<file path="config.mk">
export PLATFORM = sky130hd
export DESIGN_NAME = seq_divide
export DESIGN_NICKNAME = d
export VERILOG_FILES = /design/src/rtl/seq_divide.sv
export SDC_FILE = /design/constraint.sdc
export NUM_CORES = 1
export LEC_CHECK = 0
export CORE_ASPECT_RATIO = 1.5
export CORE_MARGIN = 2
export CORE_UTILIZATION = 34
export DETAILED_ROUTE_END_ITERATION = 10
export SLEW_MARGIN = 10
export SYNTH_ARGS = -nofsm -noshare
export SYNTH_HDL_FRONTEND = slang
export SYNTH_SLANG_ARGS = --single-unit
export TNS_END_PERCENT = 10
</file>
<file path="constraint.sdc">
create_clock -name clk -period 5.3 [get_ports clk]
set_input_delay 1.325 -clock clk [delete_from_list [all_inputs] [get_ports clk]]
set_output_delay 1.325 -clock clk [all_outputs]
set_load 0.01 [all_outputs]
</file>
<file path="src/rtl/seq_divide.sv">
// seq_divide -- sequential signed divider (restoring, one quotient bit per cycle).
//
// Purpose:
//   Divides a WIDTH-bit two's-complement dividend by a WIDTH-bit two's-complement
//   divisor. The quotient truncates toward zero and the remainder takes the sign
//   of the dividend. A zero divisor is reported on 'error' and yields zero results.
//   A nonzero division takes WIDTH+1 cycles from the start edge to the done pulse.
//
// Ports:
//   clk        in   rising-edge clock
//   rst_n      in   asynchronous active-low reset
//   start      in   request a division (sampled only while idle)
//   dividend   in   [WIDTH-1:0]   signed dividend
//   divisor    in   [WIDTH-1:0]   signed divisor
//   busy       out  high from the cycle after an accepted start through FIN
//   done       out  one-cycle pulse while the results become valid (FIN)
//   quotient   out  [2*WIDTH-1:0] signed quotient, sign-extended
//   remainder  out  [WIDTH-1:0]   signed remainder (only with SEQ_DIV_REMAINDER_EN)
//   error      out  divide-by-zero flag for the last result
//
// Configuration:
//   SEQ_DIV_REMAINDER_EN  define to include the remainder port and its sign fix-up.

module seq_divide #(
  parameter int WIDTH = 16
) (
  input  logic                 clk,
  input  logic                 rst_n,
  input  logic                 start,
  input  logic [WIDTH-1:0]     dividend,
  input  logic [WIDTH-1:0]     divisor,
  output logic                 busy,
  output logic                 done,
  output logic [2*WIDTH-1:0]   quotient,
`ifdef SEQ_DIV_REMAINDER_EN
  output logic [WIDTH-1:0]     remainder,
`endif
  output logic                 error
);

  typedef enum logic [1:0] {IDLE, CALC, FIN} state_t;

  localparam int CW = $clog2(WIDTH);

  state_t               state_q, state_d;
  logic [CW-1:0]        cnt_q, cnt_d;
  logic [WIDTH:0]       rem_q, rem_d;      // partial remainder
  logic [WIDTH:0]       quo_q, quo_d;      // dividend bits shift out, quotient bits shift in
  logic [WIDTH:0]       dvs_q, dvs_d;      // divisor magnitude
  logic                 neg_q, neg_d;      // operand signs differ
  logic [2*WIDTH-1:0]   quotient_q, quotient_d;
  logic                 error_q, error_d;
`ifdef SEQ_DIV_REMAINDER_EN
  logic                 dnd_neg_q, dnd_neg_d;
  logic [WIDTH-1:0]     remainder_q, remainder_d;
  logic [WIDTH-1:0]     r_mag;
`endif

  logic [WIDTH:0]       dnd_ext, dvs_ext, dnd_mag, dvs_mag;
  logic [WIDTH+1:0]     trial;
  logic                 qbit;
  logic [WIDTH:0]       rem_step, quo_step;
  logic [2*WIDTH-1:0]   q_ext;

  always_comb begin
    // One extra bit so that |-2^(WIDTH-1)| is exact.
    dnd_ext = {dividend[WIDTH-1], dividend};
    dvs_ext = {divisor[WIDTH-1], divisor};
    dnd_mag = dnd_ext[WIDTH] ? -dnd_ext : dnd_ext;
    dvs_mag = dvs_ext[WIDTH] ? -dvs_ext : dvs_ext;

    // Restoring step: shift in the next dividend bit, subtract if it fits.
    trial    = {rem_q, quo_q[WIDTH]};
    qbit     = (trial >= {1'b0, dvs_q});
    rem_step = qbit ? (WIDTH+1)'(trial - {1'b0, dvs_q}) : (WIDTH+1)'(trial);
    quo_step = {quo_q[WIDTH-1:0], qbit};
    q_ext    = (2*WIDTH)'(quo_step);
`ifdef SEQ_DIV_REMAINDER_EN
    r_mag    = WIDTH'(rem_step);
`endif

    state_d    = state_q;
    cnt_d      = cnt_q;
    rem_d      = rem_q;
    quo_d      = quo_q;
    dvs_d      = dvs_q;
    neg_d      = neg_q;
    quotient_d = quotient_q;
    error_d    = error_q;
`ifdef SEQ_DIV_REMAINDER_EN
    dnd_neg_d   = dnd_neg_q;
    remainder_d = remainder_q;
`endif

    case (state_q)
      IDLE: begin
        if (start) begin
          neg_d = dividend[WIDTH-1] ^ divisor[WIDTH-1];
          dvs_d = dvs_mag;
          // The magnitude MSB is always 0 (max 2^(WIDTH-1)), so it seeds the
          // partial remainder directly and only WIDTH real steps remain.
          rem_d = (WIDTH+1)'(dnd_mag[WIDTH]);
          quo_d = {dnd_mag[WIDTH-1:0], 1'b0};
          cnt_d = '0;
`ifdef SEQ_DIV_REMAINDER_EN
          dnd_neg_d = dividend[WIDTH-1];
`endif
          if (divisor == '0) begin
            state_d    = FIN;
            quotient_d = '0;
            error_d    = 1'b1;
`ifdef SEQ_DIV_REMAINDER_EN
            remainder_d = '0;
`endif
          end else begin
            state_d = CALC;
          end
        end
      end
      CALC: begin
        rem_d = rem_step;
        quo_d = quo_step;
        cnt_d = cnt_q + CW'(1);
        if (cnt_q == CW'(WIDTH-1)) begin
          // Results are registered on the edge entering FIN so they are valid
          // for the whole done cycle.
          state_d    = FIN;
          quotient_d = neg_q ? -q_ext : q_ext;
          error_d    = 1'b0;
`ifdef SEQ_DIV_REMAINDER_EN
          remainder_d = dnd_neg_q ? -r_mag : r_mag;
`endif
        end
      end
      FIN:     state_d = IDLE;
      default: state_d = IDLE;
    endcase
  end

  always_ff @(posedge clk or negedge rst_n) begin
    if (!rst_n) begin
      state_q    <= IDLE;
      cnt_q      <= '0;
      rem_q      <= '0;
      quo_q      <= '0;
      dvs_q      <= '0;
      neg_q      <= 1'b0;
      quotient_q <= '0;
      error_q    <= 1'b0;
`ifdef SEQ_DIV_REMAINDER_EN
      dnd_neg_q   <= 1'b0;
      remainder_q <= '0;
`endif
    end else begin
      state_q    <= state_d;
      cnt_q      <= cnt_d;
      rem_q      <= rem_d;
      quo_q      <= quo_d;
      dvs_q      <= dvs_d;
      neg_q      <= neg_d;
      quotient_q <= quotient_d;
      error_q    <= error_d;
`ifdef SEQ_DIV_REMAINDER_EN
      dnd_neg_q   <= dnd_neg_d;
      remainder_q <= remainder_d;
`endif
    end
  end

  assign busy     = (state_q != IDLE);
  assign done     = (state_q == FIN);
  assign quotient = quotient_q;
  assign error    = error_q;
`ifdef SEQ_DIV_REMAINDER_EN
  assign remainder = remainder_q;
`endif

endmodule

</file>
==> results of run 1 <==
[cells by family (layout without fill, tap and decap cells)]
logic type / count (synthesis) / after routing
simple gates: 152 / 152
buf+inv: 66 / 119
xor+xnor: 52 / 52
mux: 11 / 11
fa+ha+maj: 22 / 22
compound gates: 204 / 204
flops: 91 / 91
[state kept, by name (all words and copies together), names as in the netlist]
register and flops:
rem_q 17, quo_q 17, cnt_q 4, dvs_q 17, error 1, neg_q 1
quotient 32, state_q 2
[layout make-up]
type	count	area share, %
flip-flops and latches	91	34.7
multi-input cells	441	44.2
clock buffers	9	3.43
inverters	30	1.71
clock inverters	7	1.16
well taps	203	3.87
repair buffers	73	10.9
[Yosys cell counts (5+ instances only)]
cell type,number
o21a_1,6
a31oi_1,5
o22ai_1,20
o21ai_0,57
o31ai_1,11
nor2_1,24
o21ai_1,7
ha_1,21
inv_1,27
nand2_1,77
nand3_1,8
a21oi_1,28
a32oi_1,10
dfrtp_1,91
mux2i_1,11
nand2b_1,6
clkbuf_1,28
xnor2_1,24
a21o_1,15
o41ai_1,6
nor3_1,7
xor2_1,28
a211oi_1,7
or3_1,5
[stage by stage]
stage	instances	instance area [um^2]	hold slack [ns]
3_3_place_gp	838	6270	0.461
4_1_cts	854	6570	0.484
6_report	854	6570	0.479
2_1_floorplan	598	5470	0.450
3_5_place_dp	838	6270	0.466
5_1_grt	854	6570	0.497
[per-layer routing]
metal	track usage (%)	up-vias	share of wire (%)
met1	17.9	2173	40
met4	6.82	0	2.8
met5	0	-	0
met3	1.68	29	2.9
li1	-	2253	-
met2	30.8	105	54
[worst register-to-register path, stage by stage, from the launching register on]
cell	delay [ns]
dfrtp_1	0.41
ha_1	0.39
a21oi_1	0.18
nor2b_1	0.07
o21ai_0	0.27
o211a_1	0.65
nand2_2	0.27
inv_2	0.38
ha_1	0.25
nand2b_1	0.09
nand2b_1	0.21
nand2b_1	0.23
nor4_1	0.20
nor2_1	0.17
a21o_1	0.19
[final timing paths]
check / startpoint / to / slack (ns)
worst min-delay path: quotient[26] / quotient[26] / 0.48
worst max register to register: rem_q[10] / quotient[20] / 1.23
min in group asynchronous: rst_n / dvs_q[13] / 1.10
worst min register to register: quotient[26] / quotient[26] / 0.48
max in group asynchronous: rst_n / quotient[12] / 3.35
worst max-delay path: rem_q[10] / quotient[20] / 1.23
[where the power goes]
| part | internal [mW] | leakage [nW] | switching (mW) |
|---|---|---|---|
| clock network | 0.336 | 0.149 | 0.306 |
| logic | 1.04 | 1.64 | 1.20 |
| registers | 1.03 | 1.09 | 0.308 |
| total | 2.41 | 2.87 | 1.82 |
==> out/summary.txt, run 1 <==
Worst setup EP type -> flip-flop
PostCTS Resize Cnt -> 0
Worst slew pin tran -> 1.13 ns
Initial antenna violation count -> 0
Vias in the first global route -> 4,604
Most frequent cells in the layout -> dfrtp_1 (91), nand2_1 (77), clkdlybuf4s50_1 (68), o21ai_0 (57)
Mapped Cells -> 598
Detailed placement HPWL -> 10.2 mm
RSZ-0062 raised after global routing -> false
Die H -> 159 um
Die area -> 0.0171 mm^2
Final setup fails -> 0
CP required -> 5.54 ns
Status -> complete, no violations
Synth Area in Compound Gates -> 24.7%
Register-to-Register Path Depth -> 14
Number of synthesized register bits -> 91
Max frequency -> 246 MHz
Post-route core utilization -> 41.9%
Largest family of logic cells by synthesized area -> compound AO/OA/AOI/OAI gates
Register area share after synthesis -> 41.6%
Final Skew -> 0.00907 ns
Tot GR Track Use -> 16.3%
Largest net degree at the start of global routing -> 67
Syn Nets -> 655
Crit path max-delay cell type -> o211a_1
CP Launch Type -> flip-flop
Setup_tns -> 0 ns
Slew headroom -> 23.9%
Pre-CTS setup slack -> 1.11 ns
Postcts setup bufs -> 0
Multiplexer share of the synthesized area -> 2.01%
Number of synthesized flops with an enable pin -> 0
Seq. cell area -> 0.00228 mm^2
Setup ws final -> 1.23 ns
GPL Wtd Cong -> 0.823
IO buf count -> 69
Power after layout -> 4.23 mW
GRT overflow -> 0
Arrival @ worst endpoint -> 4.31 ns
Std cell rows -> 56
Commonest non-fill, non-tap cell in the layout -> dfrtp_1
Multi-input logic area -> 0.00291 mm^2
Detail Route Antenna Nets -> 0
WP buf/inv -> 1
# IOs -> 70
Synth Area per Inst -> 9.15 um^2
Ant. Diodes -> 0
Adder-cell share of the synthesized area -> 5.17%
CTS root buffer -> clkbuf_16
Synthesized cell area -> 0.00547 mm^2
Die Width -> 108 um
Worst path depth -> 14
Min-Delay Path Depth -> 1
Yosys synthesis warning count -> 0
Clock slew seen by the registers of the worst setup and hold paths -> 0.07 ns
Fin. Hold Viols -> 0
Fin crit period -> 4.07 ns
Synth-to-Final Area Change -> 20.1%
Maxcap violations -> 0
CTS tree -> built
TritonRoute pass-1 iters -> 4
Clock latency on the worst-skew pair -> 0.35 ns
CTS Buf Count -> 9
H-tree levels -> 3
Most frequent CP cell -> nand2b_1
Clk sinks -> 91
Synth top area cells -> dfrtp_1 (42%), nand2_1 (5.3%), o21ai_0 (5.2%)
Pwr/cell area -> 643 mW/mm^2
Cell taking the most area after synthesis -> dfrtp_1
Area share of the largest cell type after synthesis -> 41.6%
Hold Buf Count CTS -> 0
Post-Synth XOR/XNOR Area -> 8.33%
Synth async-reset ratio -> 100%
Distinct cells, synth -> 65
Max VDD drop -> 0.000239 V
Fillcell total -> 1,587
Top Family by Delay on Critical Path -> compound AO/OA/AOI/OAI gates
DRC -> 0
DR vias -> 4,560
Final Routed Wirelength -> 13.6 mm
Starting Density -> 34.9%
Critical Path Fanout Max -> 19
CP cell instances -> ha_1, a21oi_1, nor2b_1, o21ai_0, o211a_1, nand2_2, inv_2, ha_1, nand2b_1, nand2b_1, nand2b_1, nor4_1, nor2_1, a21o_1
Layout cells sized above 1 -> 5.68%
Drt wl/cell -> 15.9 um
DRT iter0 DRCs -> 154
Simple-gate share of the synthesized area -> 12.9%
Nets@finish -> 703
Crit-path max cell delay -> 0.65 ns
Worst Hold Class -> flip-flop to flip-flop
Via-to-Cell Ratio -> 5.34
LEAKAGE -> 2.87 nW
First-pass GRT wire length -> 22.3 mm
Core box area -> 0.0157 mm^2
Clock buffer depth -> 2
Dominant synthesized flop cell -> dfrtp_1
Final period util -> 76.8%
Critical path type -> flip-flop to flip-flop
Final Max Slew Viols -> 0
Power figures use the tool's default switching activity.
==> run 2: changes to the inputs <==
==> constraint.sdc (replaced) <==
create_clock -name clk -period 4.25 [get_ports clk]
set_input_delay 1.0625 -clock clk [delete_from_list [all_inputs] [get_ports clk]]
set_output_delay 1.0625 -clock clk [all_outputs]
set_load 0.01 [all_outputs]
==> run 2 against run 1 <==
  * Non-clock buffer count is 7 higher
  * Combinational power increased by 26%
  * Utilization rose by 0.42 points
  * Hold slack got worse by 0.0017 ns
  * Flip-flop and latch count stayed put
  * Maximum frequency up 22%
  * Die area unchanged
  * Critical path depth grew 1
  * Largest power group unchanged
==> out/summary.txt, run 2 (synthesis gave the netlist of run 1 again) <==
Ant. Diodes -> 0
DR vias -> 4,636
Busiest grt layer -> met2
Power after layout -> 5.36 mW
DRT iter0 DRCs -> 193
Most frequent cells in the layout -> dfrtp_1 (91), nand2_1 (77), clkdlybuf4s50_1 (68), o21ai_0 (57)
Clk sinks -> 91
Starting Density -> 34.9%
Worst Hold Class -> flip-flop to flip-flop
Postcts setup bufs -> 0
Worst slew pin tran -> 1.10 ns
Crit path max-delay cell type -> fa_1
Post-route cell area -> 0.00664 mm^2
GRT overflow -> 0
Fillcell total -> 1,601
IO buf count -> 69
WP buf/inv -> 2
Met2 Use GR -> 31.2%
Fin Hold WS -> 0.477 ns
CTS tree -> built
RSZ-0062 raised after global routing -> false
Pre-CTS setup slack -> 0.632 ns
Critical Path Fanout Max -> 7
Clock slew seen by the registers of the worst setup and hold paths -> 0.07 ns
Hold Buf Count CTS -> 0
Die H -> 159 um
Maxcap violations -> 0
CP required -> 4.54 ns
Crit-path max cell delay -> 0.43 ns
Fin crit period -> 3.34 ns
LEAKAGE -> 2.91 nW
TritonRoute pass-1 iters -> 4
Fin. Hold Viols -> 0
Nets@finish -> 710
Die Width -> 108 um
Final setup fails -> 0
Tot GR Track Use -> 16.8%
Most frequent CP cell -> nand2b_1
Detail Route Antenna Nets -> 0
Largest net degree at the start of global routing -> 78
Vias in the first global route -> 4,807
# IOs -> 70
Top Family by Delay on Critical Path -> simple AND/OR/NAND/NOR gates
Pwr/cell area -> 808 mW/mm^2
CTS Buf Count -> 9
Max VDD drop -> 0.000333 V
CP cell instances -> inv_1, ha_1, fa_1, a21boi_0, o2111a_1, o311ai_4, nand2_2, inv_2, ha_1, nand2b_1, nand2b_1, nand2b_1, nor4_1, nor2_1, a21o_1
Final period util -> 78.7%
Final Skew -> 0.0104 ns
H-tree levels -> 3
Worst setup EP type -> flip-flop
Initial antenna violation count -> 0
Arrival @ worst endpoint -> 3.63 ns
GPL Wtd Cong -> 0.817
Critical path type -> flip-flop to flip-flop
PostCTS Resize Cnt -> 0
Commonest non-fill, non-tap cell in the layout -> dfrtp_1
Final Routed Wirelength -> 13.9 mm
CTS root buffer -> clkbuf_16
Layout cells sized above 1 -> 6.69%
Max frequency -> 299 MHz
Setup ws final -> 0.906 ns
Met3 Track Usage GR -> 3.03%
Synth-to-Final Area Change -> 21.3%
Setup_tns -> 0 ns
Status -> complete, no violations
First-pass GRT wire length -> 23.3 mm
Die area -> 0.0171 mm^2
Detailed placement HPWL -> 10.3 mm
Grt met1 use -> 18.8%
Drt wl/cell -> 16.1 um
CP Launch Type -> flip-flop
Via-to-Cell Ratio -> 5.38
Std cell rows -> 56
Core box area -> 0.0157 mm^2
DP Area -> 0.00632 mm^2
Slew headroom -> 26.4%
DRC -> 0
Clock buffer depth -> 2
Final Max Slew Viols -> 0
Clock latency on the worst-skew pair -> 0.35 ns
Max FFs per register -> 32
run 2: cell types whose count changed in the layout (fill, tap and decap cells not counted), sizes merged:
| cell | before | now |
|---|---|---|
| buf | 5 | 12 |
| inv | 34 | 33 |
| bufinv | 0 | 1 |
run 2: final cells by class:
class / count / area [um^2] / area share [%]
inverters: 30 / 113 / 1.70
multi-input cells: 441 / 2910 / 43.8
clock buffers: 9 / 225 / 3.39
clock inverters: 7 / 90.1 / 1.36
well taps: 203 / 254 / 3.83
flip-flops and latches: 91 / 2280 / 34.3
repair buffers: 80 / 771 / 11.6
run 2: stage by stage:
stage               util (%)  cells
floorplan                  -    598
global placement        40.3    845
detailed placement      40.3    845
CTS                     42.3    861
global route            42.3    861
finish                  42.3    861
run 2: worst reg2reg max path, delay by kind of cell, from the launching register on:
family / cells / cell delay (ns)
adders and majority gates: 3 / 0.88
AOI/OAI and AO/OA: 4 / 0.73
buffers and inverters: 2 / 0.13
DFF: 1 / 0.39
and+or+nand+nor: 6 / 1.16
run 2: per-layer routing:
layer,vias up,routed length [um]
met3,24,541
li1,2271,-
met2,121,7630
met1,2220,5420
met5,-,0
met4,0,292
run 2: worst paths after layout:
path                               from           end  slack (ns)  depth (start not counted)
max in group asynchronous         rst_n  quotient[19]        2.66                          2
min reg2reg                quotient[18]  quotient[18]        0.48                          1
min                        quotient[18]  quotient[18]        0.48                          1
max reg2reg                   quo_q[16]  quotient[24]        0.91                         15
max                           quo_q[16]  quotient[24]        0.91                         15
min in group asynchronous         rst_n      dvs_q[7]        0.86                          1
run 2: power breakdown:
| group | switching (mW) | internal, mW | total, mW |
|---|---|---|---|
| sequential | 0.392 | 1.28 | 1.68 |
| combinational | 1.51 | 1.33 | 2.84 |
| clock | 0.378 | 0.473 | 0.851 |
| total | 2.28 | 3.09 | 5.36 |
==> run 3: changes to the inputs <==
==> constraint.sdc (replaced) <==
create_clock -name clk -period 2.7 [get_ports clk]
set_input_delay 0.675 -clock clk [delete_from_list [all_inputs] [get_ports clk]]
set_output_delay 0.675 -clock clk [all_outputs]
set_load 0.01 [all_outputs]
==> run 3 against run 2 <==
  * The run now ends with setup timing left
  * Flip-flop and latch count unchanged
  * Final cell count rose by 11%
  * Clock power rose by 47%
  * Via count up 9.6%
  * Hold slack worse by 0.24 ns
  * Total power grew 74%
  * Non-clock buffer count rose by 93
  * Sequential power is 58% higher
  * Critical path depth increased by 1
  * Utilization up 5.7 points
  * Critical endpoint is now quotient[16]
==> out/summary.txt, run 3 (synthesis gave the netlist of run 1 again) <==
Std cell rows -> 56
Final Routed Wirelength -> 14.9 mm
Critical Path Fanout Max -> 3
Critical Path Source -> quo_q[16]
Max FFs per register -> 32
First-pass GRT wire length -> 24.6 mm
Synth-to-Final Area Change -> 37.5%
Detailed placement HPWL -> 11.3 mm
Max VDD drop -> 0.000534 V
Met2 routed WL -> 8.32 mm
Arrival @ worst endpoint -> 3.07 ns
Die H -> 159 um
TritonRoute pass-1 iters -> 4
Clock latency on the worst-skew pair -> 0.35 ns
Worst Hold Class -> input port to asynchronous set/reset pin
CP required -> 2.94 ns
Clock slew seen by the registers of the worst setup and hold paths -> 0.08 ns
Max frequency -> 353 MHz
GPL Wtd Cong -> 0.908
Core box area -> 0.0157 mm^2
Vias in the first global route -> 5,201
Die area -> 0.0171 mm^2
Tot GR Track Use -> 17.7%
CTS root buffer -> clkbuf_16
DR vias -> 5,079
# IOs -> 70
R2r setup slk -> -0.13 ns
Post-route cell area -> 0.00752 mm^2
Largest net degree at the start of global routing -> 66
CTS Buf Count -> 9
Starting Density -> 34.9%
Layout cells sized above 1 -> 21.3%
DP Area -> 0.00701 mm^2
Maxcap violations -> 0
Clk sinks -> 91
Failing checks -> setup timing
GRT overflow -> 0
Fin crit period -> 2.83 ns
Worst slew pin tran -> 0.772 ns
CTS tree -> built
RSZ-0062 raised after global routing -> true
Via-to-Cell Ratio -> 5.32
Most frequent cells in the layout -> buf_4 (102), dfrtp_1 (90), nand2_1 (77), clkdlybuf4s50_1 (66), o21ai_0 (53)
Pre-CTS setup slack -> -0.401 ns
Worst setup EP type -> flip-flop
Final setup fails -> 10
Commonest non-fill, non-tap cell in the layout -> buf_4
DRT iter0 DRCs -> 162
Post-Route M1 WL -> 5.60 mm
Critical path type -> flip-flop to flip-flop
Final period util -> 105%
Detail Route Antenna Nets -> 0
LEAKAGE -> 3.45 nW
Status -> finished with violations
Post-route core utilization -> 47.9%
Hold Buf Count CTS -> 0
Power after layout -> 9.35 mW
Setup ws final -> -0.130 ns
Nets@finish -> 803
Die Width -> 108 um
R2R Path Start -> quo_q[16]
Final Max Slew Viols -> 0
CP Launch Type -> flip-flop
Initial antenna violation count -> 0
Routed wl met3 -> 626 um
Top Layer Used -> met4
Drt wl/cell -> 15.7 um
IO buf count -> 69
Clock buffer depth -> 2
Pwr/cell area -> 1240 mW/mm^2
DRC -> 0
Slew headroom -> 48.0%
Fin. Hold Viols -> 0
H-tree levels -> 3
Final Skew -> 0.0119 ns
Ant. Diodes -> 0
==> run 3: cell count changes in the layout (fill, tap and decap cells not counted), sizes merged <==
cell,previous run,this run
clkinv,3,4
bufinv,1,0
buf,12,105
clkdlybuf4s50,68,66
dlymetal6s2s,0,2
==> run 3: where the power goes <==
part / internal, mW / switching [mW] / leakage (nW) / total, mW
Clock: 0.649 / 0.598 / 0.145 / 1.25
Combinational: 2.79 / 2.65 / 2.22 / 5.44
Sequential: 2.02 / 0.640 / 1.09 / 2.66
Total: 5.46 / 3.89 / 3.45 / 9.35
==> run 3: worst max-delay path, cell delays in order, from the launching register on <==
cell	delay (ns)
dfrtp_2	0.45
inv_2	0.08
ha_4	0.13
fa_2	0.21
a21boi_2	0.06
o2111a_1	0.27
o311ai_4	0.25
nand2_2	0.11
inv_2	0.09
ha_4	0.16
nand2b_4	0.05
nand2b_4	0.14
nand2b_4	0.18
buf_6	0.12
o31ai_4	0.18
xor2_1	0.18
o21ai_1	0.07
==> run 3: cell type report <==
class / instances / area (um^2)
fillers: 1521 / 8170
multi-input cells: 441 / 3080
flip-flops and latches: 91 / 2280
repair buffers: 173 / 1500
well taps: 203 / 254
clock buffers: 9 / 225
inverters: 30 / 113
clock inverters: 7 / 67.6
==> run 3: metal layers <==
layer  vias up  track usage (%)
met5         -                0
met3        27             2.13
met4         0             6.47
met2       123             33.8
li1       2454                -
met1      2475             19.4
==> run 3: worst paths after layout <==
path	end	cells after the start
setup reg to reg	quotient[16]	16
max in group asynchronous	quo_q[0]	2
hold reg to reg	quotient[3]	2
setup / recovery	quotient[16]	16
hold / removal	dvs_q[6]	1
min in group clk	quotient[3]	2
==> run 3: through the flow <==
stage / TNS (ns) / hold slack, ns / std cells
2_1_floorplan: -4.45 / 0.379 / 598
3_3_place_gp: -10.74 / 0.459 / 932
5_1_grt: -2.11 / 0.267 / 954
4_1_cts: -2.87 / 0.248 / 952
6_report: -0.855 / 0.238 / 954
3_5_place_dp: -12.69 / 0.466 / 932
==> run 3: repair_timing <==
item                                   in CTS  in global routing
pin swaps                                  10                 10
buffers inserted                            4                  3
resized for setup                          20                 17
endpoints found under the hold margin       0                  0
setup endpoints to repair                  17                 35
cloned                                      0                  0
